===== config.mk =====
export PLATFORM = sky130hd
export DESIGN_NAME = vedic_mul4_seq_ctrl
export DESIGN_NICKNAME = d
export VERILOG_FILES = /design/src/rtl/vedic_pkg.sv /design/src/rtl/vedic_mul2x2.sv /design/src/rtl/vedic_mul4_seq_ctrl.sv
export SDC_FILE = /design/constraint.sdc
export NUM_CORES = 1
export LEC_CHECK = 0
export CAP_MARGIN = 5
export CORE_ASPECT_RATIO = 1.25
export CORE_MARGIN = 2
export CORE_UTILIZATION = 43
export CTS_CLUSTER_DIAMETER = 100
export DETAILED_ROUTE_END_ITERATION = 7
export PLACE_DENSITY = 0.74
export SLEW_MARGIN = 15
export SYNTH_ARGS = -nofsm -noshare
export SYNTH_HDL_FRONTEND = slang
export SYNTH_HIERARCHICAL = 1
export SYNTH_SLANG_ARGS = --single-unit

===== constraint.sdc =====
create_clock -name clk -period 1.9 [get_ports clk]
set_input_delay 0.57 -clock clk [delete_from_list [all_inputs] [get_ports clk]]
set_output_delay 0.57 -clock clk [all_outputs]
set_load 0.01 [all_outputs]

===== src/rtl/vedic_pkg.sv =====
// Shared definitions for the time-shared 4x4 Vedic multiplier controller.
//   state_t : sequencing states of the controller
//   OPW     : operand width
//   PRW     : product width
//   ADW     : width of the external shared adder
package vedic_pkg;

  localparam int OPW = 4;
  localparam int PRW = 8;
  localparam int ADW = 6;

  typedef enum logic [2:0] {
    IDLE = 3'd0,
    S1   = 3'd1,
    S2   = 3'd2,
    S3   = 3'd3,
    DONE = 3'd4
  } state_t;

endpackage


===== src/rtl/vedic_mul2x2.sv =====
// Combinational 2x2 Vedic (Urdhva Tiryagbhyam) partial-product unit.
//   x, y : 2-bit unsigned operands
//   p    : 4-bit product x*y
module vedic_mul2x2 (
  input  logic [1:0] x,
  input  logic [1:0] y,
  output logic [3:0] p
);

  logic cross_a, cross_b, c1, hi;

  assign cross_a = x[1] & y[0];
  assign cross_b = x[0] & y[1];
  assign c1      = cross_a & cross_b;
  assign hi      = x[1] & y[1];

  assign p[0] = x[0] & y[0];
  assign p[1] = cross_a ^ cross_b;
  assign p[2] = hi ^ c1;
  assign p[3] = hi & c1;

endmodule


===== src/rtl/vedic_mul4_seq_ctrl.sv =====
// Sequencing controller for a time-shared 4x4 Vedic multiplier.
// Four 2x2 partial products are combined over three cycles through one
// external combinational 6-bit adder (add_sum = add_in1 + add_in2).
//   clk, rst            : clock, synchronous active-high reset
//   in_valid/in_ready   : operand handshake (a, b unsigned 4-bit)
//   add_in1/add_in2     : operands driven to the external adder
//   add_sum             : external adder result
//   out_valid/out_ready : product handshake (product = a*b, 8-bit)
//   busy                : controller not idle
module vedic_mul4_seq_ctrl
  import vedic_pkg::*;
(
  input  logic           clk,
  input  logic           rst,
  input  logic           in_valid,
  output logic           in_ready,
  input  logic [OPW-1:0] a,
  input  logic [OPW-1:0] b,
  output logic [ADW-1:0] add_in1,
  output logic [ADW-1:0] add_in2,
  input  logic [ADW-1:0] add_sum,
  output logic           out_valid,
  input  logic           out_ready,
  output logic [PRW-1:0] product,
  output logic           busy
);

  state_t         state, nxt;
  logic [OPW-1:0] a_r, b_r;
  logic [ADW-1:0] t, u;
  logic [3:0]     q0, q1, q2, q3;
  logic [1:0]     q0_lo_in;

  vedic_mul2x2 u_q0 (.x(a_r[1:0]), .y(b_r[1:0]), .p(q0));
  vedic_mul2x2 u_q1 (.x(a_r[3:2]), .y(b_r[1:0]), .p(q1));
  vedic_mul2x2 u_q2 (.x(a_r[1:0]), .y(b_r[3:2]), .p(q2));
  vedic_mul2x2 u_q3 (.x(a_r[3:2]), .y(b_r[3:2]), .p(q3));

  // Low two product bits come straight from the incoming operands so they
  // can be captured at accept time, before a_r/b_r are valid.
  assign q0_lo_in[0] = a[0] & b[0];
  assign q0_lo_in[1] = (a[1] & b[0]) ^ (a[0] & b[1]);

  always_comb begin
    nxt       = state;
    in_ready  = 1'b0;
    out_valid = 1'b0;
    add_in1   = '0;
    add_in2   = '0;
    case (state)
      IDLE: begin
        in_ready = ~rst;
        if (in_valid && !rst) nxt = S1;
      end
      S1: begin
        add_in1 = {2'b0, q1};
        add_in2 = {2'b0, q2};
        nxt     = S2;
      end
      S2: begin
        add_in1 = t;
        add_in2 = {4'b0, q0[3:2]};
        nxt     = S3;
      end
      S3: begin
        add_in1 = {2'b0, q3};
        add_in2 = {2'b0, u[5:2]};
        nxt     = DONE;
      end
      DONE: begin
        out_valid = 1'b1;
        if (out_ready) nxt = IDLE;
      end
      default: nxt = IDLE;
    endcase
  end

  assign busy = (state != IDLE);

  always_ff @(posedge clk) begin
    if (rst) begin
      state   <= IDLE;
      a_r     <= '0;
      b_r     <= '0;
      t       <= '0;
      u       <= '0;
      product <= '0;
    end else begin
      state <= nxt;
      case (state)
        IDLE: if (in_valid) begin
          a_r          <= a;
          b_r          <= b;
          product[1:0] <= q0_lo_in;
        end
        S1: t <= add_sum;
        S2: begin
          u            <= add_sum;
          product[3:2] <= add_sum[1:0];
        end
        S3: begin
          product[7:4] <= add_sum[3:0];
          // u[1:0] already equals product[3:2]; rewriting keeps them tied.
          product[3:2] <= u[1:0];
        end
        default: ;
      endcase
    end
  end

endmodule


# After elaboration in Yosys (flattened, before gate mapping)
# Index checks and enable logic that the tools add are counted.
[word_totals]
mem_count = 0
inputBits = 18
mem_bits_ro = 0
elab_cells = 64
output_inout_bits = 23
latch_bits = 0
register_bits = 31
ramBits = 0
[op_classes]
mul = 0
eq_ne = 6
n_lt_le_gt_ge = 0
bitwise_logic = 35
add_sub_neg = 0
n_shift = 0
div_mod_pow = 0
n_reduce_logical = 7
n_mux = 8
[ops]
columns = ["operator", "count"]
rows = [
  ["$and A1 B1 Y1", 26],
  ["$pmux W6 S3", 1],
  ["$pmux W3 S5", 1],
  ["$pmux W4 S3", 1],
  ["$xor A1 B1 Y1", 8],
  ["$eq A3 B2 Y1 const B", 2],
  ["$mux W3", 2],
  ["$ne A2 B2 Y1 const B", 2],
  ["$pmux W2 S2", 1],
  ["$reduce_and A2 Y1", 2],
  ["$eq A3 B1 Y1 const B", 1],
  ["$eq A3 B3 Y1 const B", 1],
  ["$logic_not A3 Y1", 1],
  ["$reduce_bool A3 Y1", 1],
  ["$mux W1", 2],
  ["$reduce_bool A2 Y1", 1],
  ["$logic_and A1 B1 Y1", 1],
  ["$logic_not A1 Y1", 1],
  ["$not A1 Y1", 1],
]

# Longest topological paths before layout
# Gate-level depths: netlist of run 1.
[logic_depth]
ltp_word = 4
mapped_depth = 6
mapped_depth_nobuf = 6

# Hierarchy
# Netlist of run 1, hierarchy kept.
[by_module_without_submodules]
columns = ["module", "area_per_inst_um2", "cells_per_inst", "n_inst", "seq_area_each_um2"]
rows = [
  ["vedic_mul4_seq_ctrl", 1397.6, 159, 1, 620.6],
  ["vedic_mul2x2", 50.0, 6, 4, 0.0],
]

# Worst setup path after synthesis of run 1
# OpenSTA, ideal clock, no wires.
[synth_timing]
kind = "register to output"
from = "reg a_r[3]"
to = "out add_in1[2]"
stages_incl_launch_ff = 7
path_buffers = 0
t_arrival_ns = 1.361
required_ns = 1.330
setup_slack_ns = -0.031
path_cell_list = "dfxtp_1 -> and2_1 -> ha_1 -> ha_1 -> mux2_2 -> a22oi_1 -> nor2_1"
[synth_via]
elab_chain_len = 4
elab_cells_between_ends = 9
cone_classes = "mux (1); bitwise (8)"
[synth_lines]
columns = ["element", "line", "rtl"]
rows = [
  ["from (decl)", "vedic_mul4_seq_ctrl.sv:29", "logic [OPW-1:0] a_r, b_r;"],
  ["from (signal assigned)", "vedic_mul4_seq_ctrl.sv:83", "a_r <= '0;"],
  ["from (signal assigned)", "vedic_mul4_seq_ctrl.sv:92", "a_r <= a;"],
  ["$and A1 B1 Y1", "vedic_mul2x2.sv:12", "assign cross_a = x[1] & y[0];"],
  ["$and A1 B1 Y1", "vedic_mul2x2.sv:14", "assign c1 = cross_a & cross_b;"],
  ["$xor A1 B1 Y1 *", "vedic_mul2x2.sv:19", "assign p[2] = hi ^ c1;"],
  ["net q3[2]", "vedic_mul4_seq_ctrl.sv:31", "logic [3:0] q0, q1, q2, q3;"],
  ["$pmux W6 S3 *", "vedic_mul4_seq_ctrl.sv:50", "case (state)"],
  ["to (decl)", "vedic_mul4_seq_ctrl.sv:19", "output logic [ADW-1:0] add_in1,"],
]
# Mark *: on every way through the listed nets, which the timed path passes. The rest lies on a longest branch.

# Worst setup path after layout of run 1
[layout_timing]
from = "reg a_r[2]"
to = "out add_in1[2]"
[layout_via]
elab_chain_len = 4
elab_cells_between_ends = 7
cone_classes = "mux (1); bitwise (6)"
[layout_lines]
columns = ["element", "line", "rtl"]
rows = [
  ["$and A1 B1 Y1", "vedic_mul2x2.sv:13", "assign cross_b = x[0] & y[1];"],
  ["$and A1 B1 Y1", "vedic_mul2x2.sv:14", ""],
  ["$xor A1 B1 Y1", "vedic_mul2x2.sv:19", ""],
  ["net q3[2]", "vedic_mul4_seq_ctrl.sv:31", ""],
  ["$pmux W6 S3", "vedic_mul4_seq_ctrl.sv:50", ""],
]
# The timed path passes the listed nets, and every way through them passes these cells.

==> out/qor.yml, run 1 <==
run_status:
  status: "finished, violations left"
  violations: "setup timing"
worst_setup_path:
  cpLargestDelayFamily: "adder cells"
  cp.depth: 7
  worst_r2r_path_depth: 5
  crit_path_cell_trace: "and2_4 > ha_4 > ha_4 > mux2_4 > a22oi_2 > nor2_1 > buf_2"
  cp-start-kind: "flip-flop"
  cp.arrival_ns: 1.68
  required_ns: 1.33
  cp-end-kind: "output port"
  crit_fanout: 4
  crit_path_frequent_cell: "ha_4"
  critical_path_buf_inv_count: 1
  path_class: "reg2out"
  worst_path_largest_cell_delay_ns: 0.33
  slowest_stage: "dfxtp_2"
drt:
  vias: 1462
  vias_per_cell: 5.22
  ant_nets: 0
  dr.pass1.iters: 4
  wl_per_cell_um: 13.6
  drc: 0
  wirelength_mm: 3.81
  drt_iter0_markers: 26
worst_hold_path:
  min_path_type: "reg2reg"
  whs_path_depth: 2
floorplanning:
  io_pins: 41
  rows: 24
  start_util: 0.453
  dieArea_um2: 4210
  die_x_um: 58.4
  coreArea_um2: 3510
  die_h_um: 72.0
job:
  max_cap_viol_count: 0
clock_tree:
  cts_buffer_depth: 2
  cts_made_buffers: 5
  cts-htree-levels: 2
  cts_hold_buf: 0
  clkSinkCount: 31
  path_clk_slew_ns: 0.06
  cts_root_buffer: "clkbuf_8"
  cts_tree: "done"
  insertion_delay_ns: 0.28
yosys:
  netlist_area_um2: 1590
  ys.warnings.count: 6
  postSynthAreaPerCell_um2: 8.74
  synth_cells: 182
place:
  pre_cts_slack_ns: -0.509
  place_area_um2: 2130
  dp_hpwl_mm: 2.70
  routabilityCongestion: 0.812
  port_buffers: 38
cells_and_area:
  nets: 267
  diodes: 0
  multi_input_area_um2: 1080
  area_growth_pct: 52.0
  seq_area_um2: 638
  drive_gt1_frac: 0.382
  fillCellCount: 278
  postLayoutCellArea_um2: 2420
sta:
  hold_violations: 0
  final_max_slew_viol_count: 0
  finalSetupViolCount: 8
  setup_ws_ns: -0.350
  clock_skew_ns: 0.00704
  period_share: 1.18
  rsz0062_at_grt: "true"
  post-route-min-period_ns: 2.25
  clock.fmax_ghz: 0.445
global_route:
  grt_pass1_vias: 1495
  overflow: 0
  track_usage: 0.201
  antenna_found_initial: 0
  grt_max_degree: 32
  grt_pass1_wl_mm: 6.48
pwr:
  power.density_nw_per_um2: 693
  p_leak_nw: 0.983
  vdd_drop_max_mv: 0.669
## registers in the layout, indices dropped and copies added (netlist names)
| register | cells |
|---|---|
| product | 8 |
| t | 6 |
| u | 6 |
| a_r | 4 |
| b_r | 4 |
| state | 3 |
## placed cells by master (no fill, tap or decap), types with 5 or more instances in the layout
| master | count |
|---|---|
| clkbuf_8 | 6 |
| mux2i_1 | 14 |
| buf_6 | 7 |
| buf_4 | 22 |
| and2_1 | 7 |
| dfxtp_1 | 21 |
| dfxtp_2 | 8 |
| ha_4 | 8 |
| buf_2 | 11 |
| a21oi_1 | 14 |
| and2_4 | 10 |
| clkdlybuf4s50_1 | 25 |
| nand2_1 | 23 |
| nand3_1 | 5 |
| nor2_1 | 23 |
| a22oi_2 | 6 |
## final timing paths
path                           startpoint                 endpoint  slack, ns
setup reg to reg    state[2]$_SDFFE_PP0P_      b_r[3]$_SDFFE_PP0P_       0.41
hold / removal    product[5]$_SDFFE_PP0N_  product[5]$_SDFFE_PP0N_       0.46
hold reg to reg   product[5]$_SDFFE_PP0N_  product[5]$_SDFFE_PP0N_       0.46
setup / recovery      a_r[2]$_SDFFE_PP0P_               add_in1[2]      -0.35
## per-stage QoR
| step | setup TNS [ns] | hold slack, ns | cells | util | power [mW] |
|---|---|---|---|---|---|
| 2_1_floorplan | 0 | 0.449 | 183 | - | 0.952 |
| 3_3_place_gp | -4.27 | 0.440 | 266 | 0.608 | 1.11 |
| 3_5_place_dp | -4.46 | 0.452 | 266 | 0.608 | 1.12 |
| 4_1_cts | -1.76 | 0.463 | 277 | 0.678 | 1.67 |
| 5_1_grt | -2.19 | 0.481 | 280 | 0.688 | 1.75 |
| 6_report | -1.70 | 0.458 | 280 | 0.688 | 1.68 |
## where the power goes
group / internal [mW] / switching (mW)
Clock: 0.284 / 0.230
Combinational: 0.232 / 0.188
Sequential: 0.703 / 0.0409
## area by class of cell
class | instances | share of cell area
multi-input cells | 137 | 0.449
clock inverters | 1 | 0.00207
well taps | 39 | 0.0202
repair buffers | 66 | 0.231
clock buffers | 6 | 0.0341
flip-flops and latches | 31 | 0.264
## what timing repair did
item	in CTS	in global routing
endpoints found under the hold margin	0	0
gates resized for setup	88	8
buffers inserted	4	3
setup endpoints to repair	13	11
pin swaps	14	5
## worst reg2reg max path, stage by stage, from the launching register on
cell and delay [ns]:
dfxtp_4 0.37, buf_4 0.16, or4b_1 0.51, buf_4 0.18, nand2_1 0.08, a21oi_1 0.07
## metal layers
metal,up-vias,share of wire,GRT usage
met1,681,0.44,0.249
met3,10,0.047,0.0446
li1,732,-,-
met4,0,0.024,0.0904
met2,39,0.49,0.330
met5,-,0,0
Note: power is estimated with default switching activity, not from simulation.
==> inputs of run 2 (changes only) <==
--- a/config.mk
+++ b/config.mk
@@ -11,6 +11,7 @@
 export CORE_UTILIZATION = 43
 export CTS_CLUSTER_DIAMETER = 100
 export DETAILED_ROUTE_END_ITERATION = 7
+export GPL_TIMING_DRIVEN = 0
 export PLACE_DENSITY = 0.74
 export SLEW_MARGIN = 15
 export SYNTH_ARGS = -nofsm -noshare
==> run 2 against run 1 <==
Effect of this change: the flow still finishes with violations (setup timing); sequential share of layout area down 0.35 points; final area rose by 2.3%; setup slack got worse by 0.033 ns; non-clock buffer count rose by 5; fmax decreased by 1.4%; via count up 2.1%; clock power is 32% higher; highest routed layer unchanged.
==> out/qor.yml, run 2 (same netlist as run 1, synthesis figures left out) <==
worst_setup_path:
  crit_path_cell_trace: "and2_4 > ha_4 > ha_4 > mux2_4 > a22oi_2 > nor2_1 > buf_2"
  cp-start-kind: "flip-flop"
  worstReg2RegStart: "state[2]$_SDFFE_PP0P_"
  crit_path_frequent_cell: "ha_4"
  worst_r2r_path_depth: 5  # unchanged
  cp-startpoint: "b_r[2]$_SDFFE_PP0P_"
  cp-end-kind: "output port"
  worst_path_largest_cell_delay_ns: 0.36  # +0.03 ns
  path_class: "reg2out"
  cp.arrival_ns: 1.71  # +0.03 ns
  r2r_slack_ns: 0.42  # about the same
  critPathCapture: "add_in1[2]"
  required_ns: 1.33  # about the same
  slowest_stage: "dfxtp_4"
  crit_fanout: 4  # unchanged
  r2r-end: "a_r[0]$_SDFFE_PP0P_"
global_route:
  track_usage: 0.206  # +0.00463
  overflow: 0  # unchanged
  grt_pass1_vias: 1384  # -7.4%
  antenna_found_initial: 0  # unchanged
  grt_max_degree: 15  # -53%
  grt_pass1_wl_mm: 6.47  # -0.11%
cells_and_area:
  fillCellCount: 271  # -2.5%
  final_common_cell: "clkdlybuf4s50_1"
  final_cell_mix: "clkdlybuf4s50_1, nand2_1, nor2_1, buf_4, dfxtp_1"
  reg_top3: "product: 8 flops, t: 6 flops, u: 6 flops"
  nets: 272  # +1.9%
  top_register: "product"
  largest_reg_flops: 8  # unchanged
  seq_area_um2: 644  # +0.98%
  diodes: 0  # unchanged
  area_growth_pct: 55.5
  fin_util: 0.704  # +0.0160
  multi_input_area_um2: 1080  # -0.12%
  drive_gt1_frac: 0.393  # +0.0110
pwr:
  vdd_drop_max_mv: 0.788  # +18%
  p_leak_nw: 1.02  # +3.6%
  power.density_nw_per_um2: 751  # +8.4%
sta:
  tns_ns: -2.14  # -0.445 ns
  period_share: 1.20  # +0.0172
  finalSetupViolCount: 10  # +2
  rsz0062_at_grt: "true"
  hold_violations: 0  # unchanged
  setup_ws_ns: -0.382  # -0.0327 ns
  maxSlewHeadroom: 0.653
  clock_skew_ns: 0.00638  # -0.000657 ns
  clock.fmax_ghz: 0.438  # -1.4%
  post-route-min-period_ns: 2.28  # +0.0327 ns
  worst_pin_slew_ns: 0.520
  final_max_slew_viol_count: 0  # unchanged
place:
  dp_hpwl_mm: 2.59  # -3.9%
  port_buffers: 38  # unchanged
  routabilityCongestion: 0.747  # -8.0%
worst_hold_path:
  min_path_type: "reg2reg"
clock_tree:
  insertion_delay_ns: 0.29  # about the same
  cts-htree-levels: 2  # unchanged
  clkSinkCount: 31  # unchanged
  cts_root_buffer: "clkbuf_8"
  cts_hold_buf: 0  # unchanged
  cts_made_buffers: 5  # unchanged
  path_clk_slew_ns: 0.07  # about the same
  cts_buffer_depth: 2  # unchanged
  cts_tree: "done"
floorplanning:
  rows: 24  # unchanged
  coreArea_um2: 3510  # unchanged
  die_x_um: 58.4  # unchanged
  start_util: 0.453  # unchanged
  dieArea_um2: 4210  # unchanged
  die_h_um: 72.0  # unchanged
  io_pins: 41  # unchanged
drt:
  dr.pass1.iters: 4  # unchanged
  wl_per_cell_um: 14.6  # +7.4%
  wirelength_mm: 4.18  # +9.7%
  vias_per_cell: 5.22  # about the same
  ant_nets: 0  # unchanged
  vias: 1493  # +2.1%
  drt_iter0_markers: 64  # +150%
  drc: 0  # unchanged
job:
  max_cap_viol_count: 0  # unchanged
run_status:
  violations: "setup timing"
  status: "finished, violations left"
-- run 2: cell types whose count changed in the layout (fill, tap and decap cells not counted), moves of 2 or more --
cell / before / now
buf_2: 11 / 15
clkbuf_1: 0 / 2
dfxtp_4: 2 / 4
dlygate4sd2_1: 0 / 2
mux2_2: 3 / 0
mux2_4: 3 / 6
nor2_1: 23 / 21
nor2_2: 0 / 2
nor3b_1: 0 / 2
nor3b_4: 2 / 0
-- run 2: cell type report --
cell class                 count  share of cell area
timing repair buffer          58               0.196
clock inverter                 2              0.0142
buffer                        13              0.0384
multi-input combinational    137               0.438
sequential                    31               0.260
clock buffer                   6              0.0334
tap                           39              0.0197
-- run 2: worst min path at each step --
stage	from	to	slack, ns	cells past startpoint
2_1_floorplan	a_r[0]$_SDFFE_PP0P_	a_r[0]$_SDFFE_PP0P_	0.45	2
3_3_place_gp	product[0]$_SDFFE_PP0P_	product[0]$_SDFFE_PP0P_	0.44	2
3_5_place_dp	product[0]$_SDFFE_PP0P_	product[0]$_SDFFE_PP0P_	0.45	2
4_1_cts	product[0]$_SDFFE_PP0P_	product[0]$_SDFFE_PP0P_	0.46	2
5_1_grt	product[4]$_SDFFE_PP0N_	product[4]$_SDFFE_PP0N_	0.49	2
6_report	product[0]$_SDFFE_PP0P_	product[0]$_SDFFE_PP0P_	0.45	2
-- run 2: report_power, final --
| part | switching, mW | internal, mW |
|---|---|---|
| Sequential | 0.0427 | 0.702 |
| Combinational | 0.196 | 0.242 |
| Clock | 0.253 | 0.424 |
| Total | 0.492 | 1.37 |
-- run 2: worst max-delay path: cells and delay by family, from the launching register on --
kind / cells / cell delay (ns)
compound gates: 1 / 0.11
fa+ha+maj: 2 / 0.35
buf+inv: 1 / 0.14
flops: 1 / 0.36
mux: 1 / 0.25
simple gates: 2 / 0.20
-- run 2: what timing repair did --
action / 4_1_cts / 5_1_grt
buffers inserted: 13 / 7
resized for setup: 93 / 13
pin swaps: 16 / 13
setup endpoints to repair: 13 / 11
-- run 2: metal layers --
metal,vias to the layer above,routed length [um],share of wire,global-route usage
li1,743,-,-,-
met1,702,1820,0.43,0.268
met2,41,2030,0.49,0.312
met3,7,260,0.062,0.0642
met4,0,71,0.017,0.0853
met5,-,0,0,0
-- run 2: through the flow --
stage | setup WS [ns] | cells | hold slack [ns] | power, mW | cell area [um2]
finish | -0.382 | 286 | 0.454 | 1.86 | 2470
global route | -0.453 | 286 | 0.490 | 1.95 | 2470
CTS | -0.373 | 280 | 0.457 | 1.82 | 2380
detailed placement | -0.759 | 260 | 0.449 | 1.09 | 2070
global placement | -0.778 | 260 | 0.441 | 1.08 | 2070
floorplan | 0.00668 | 183 | 0.449 | 0.952 | 1640
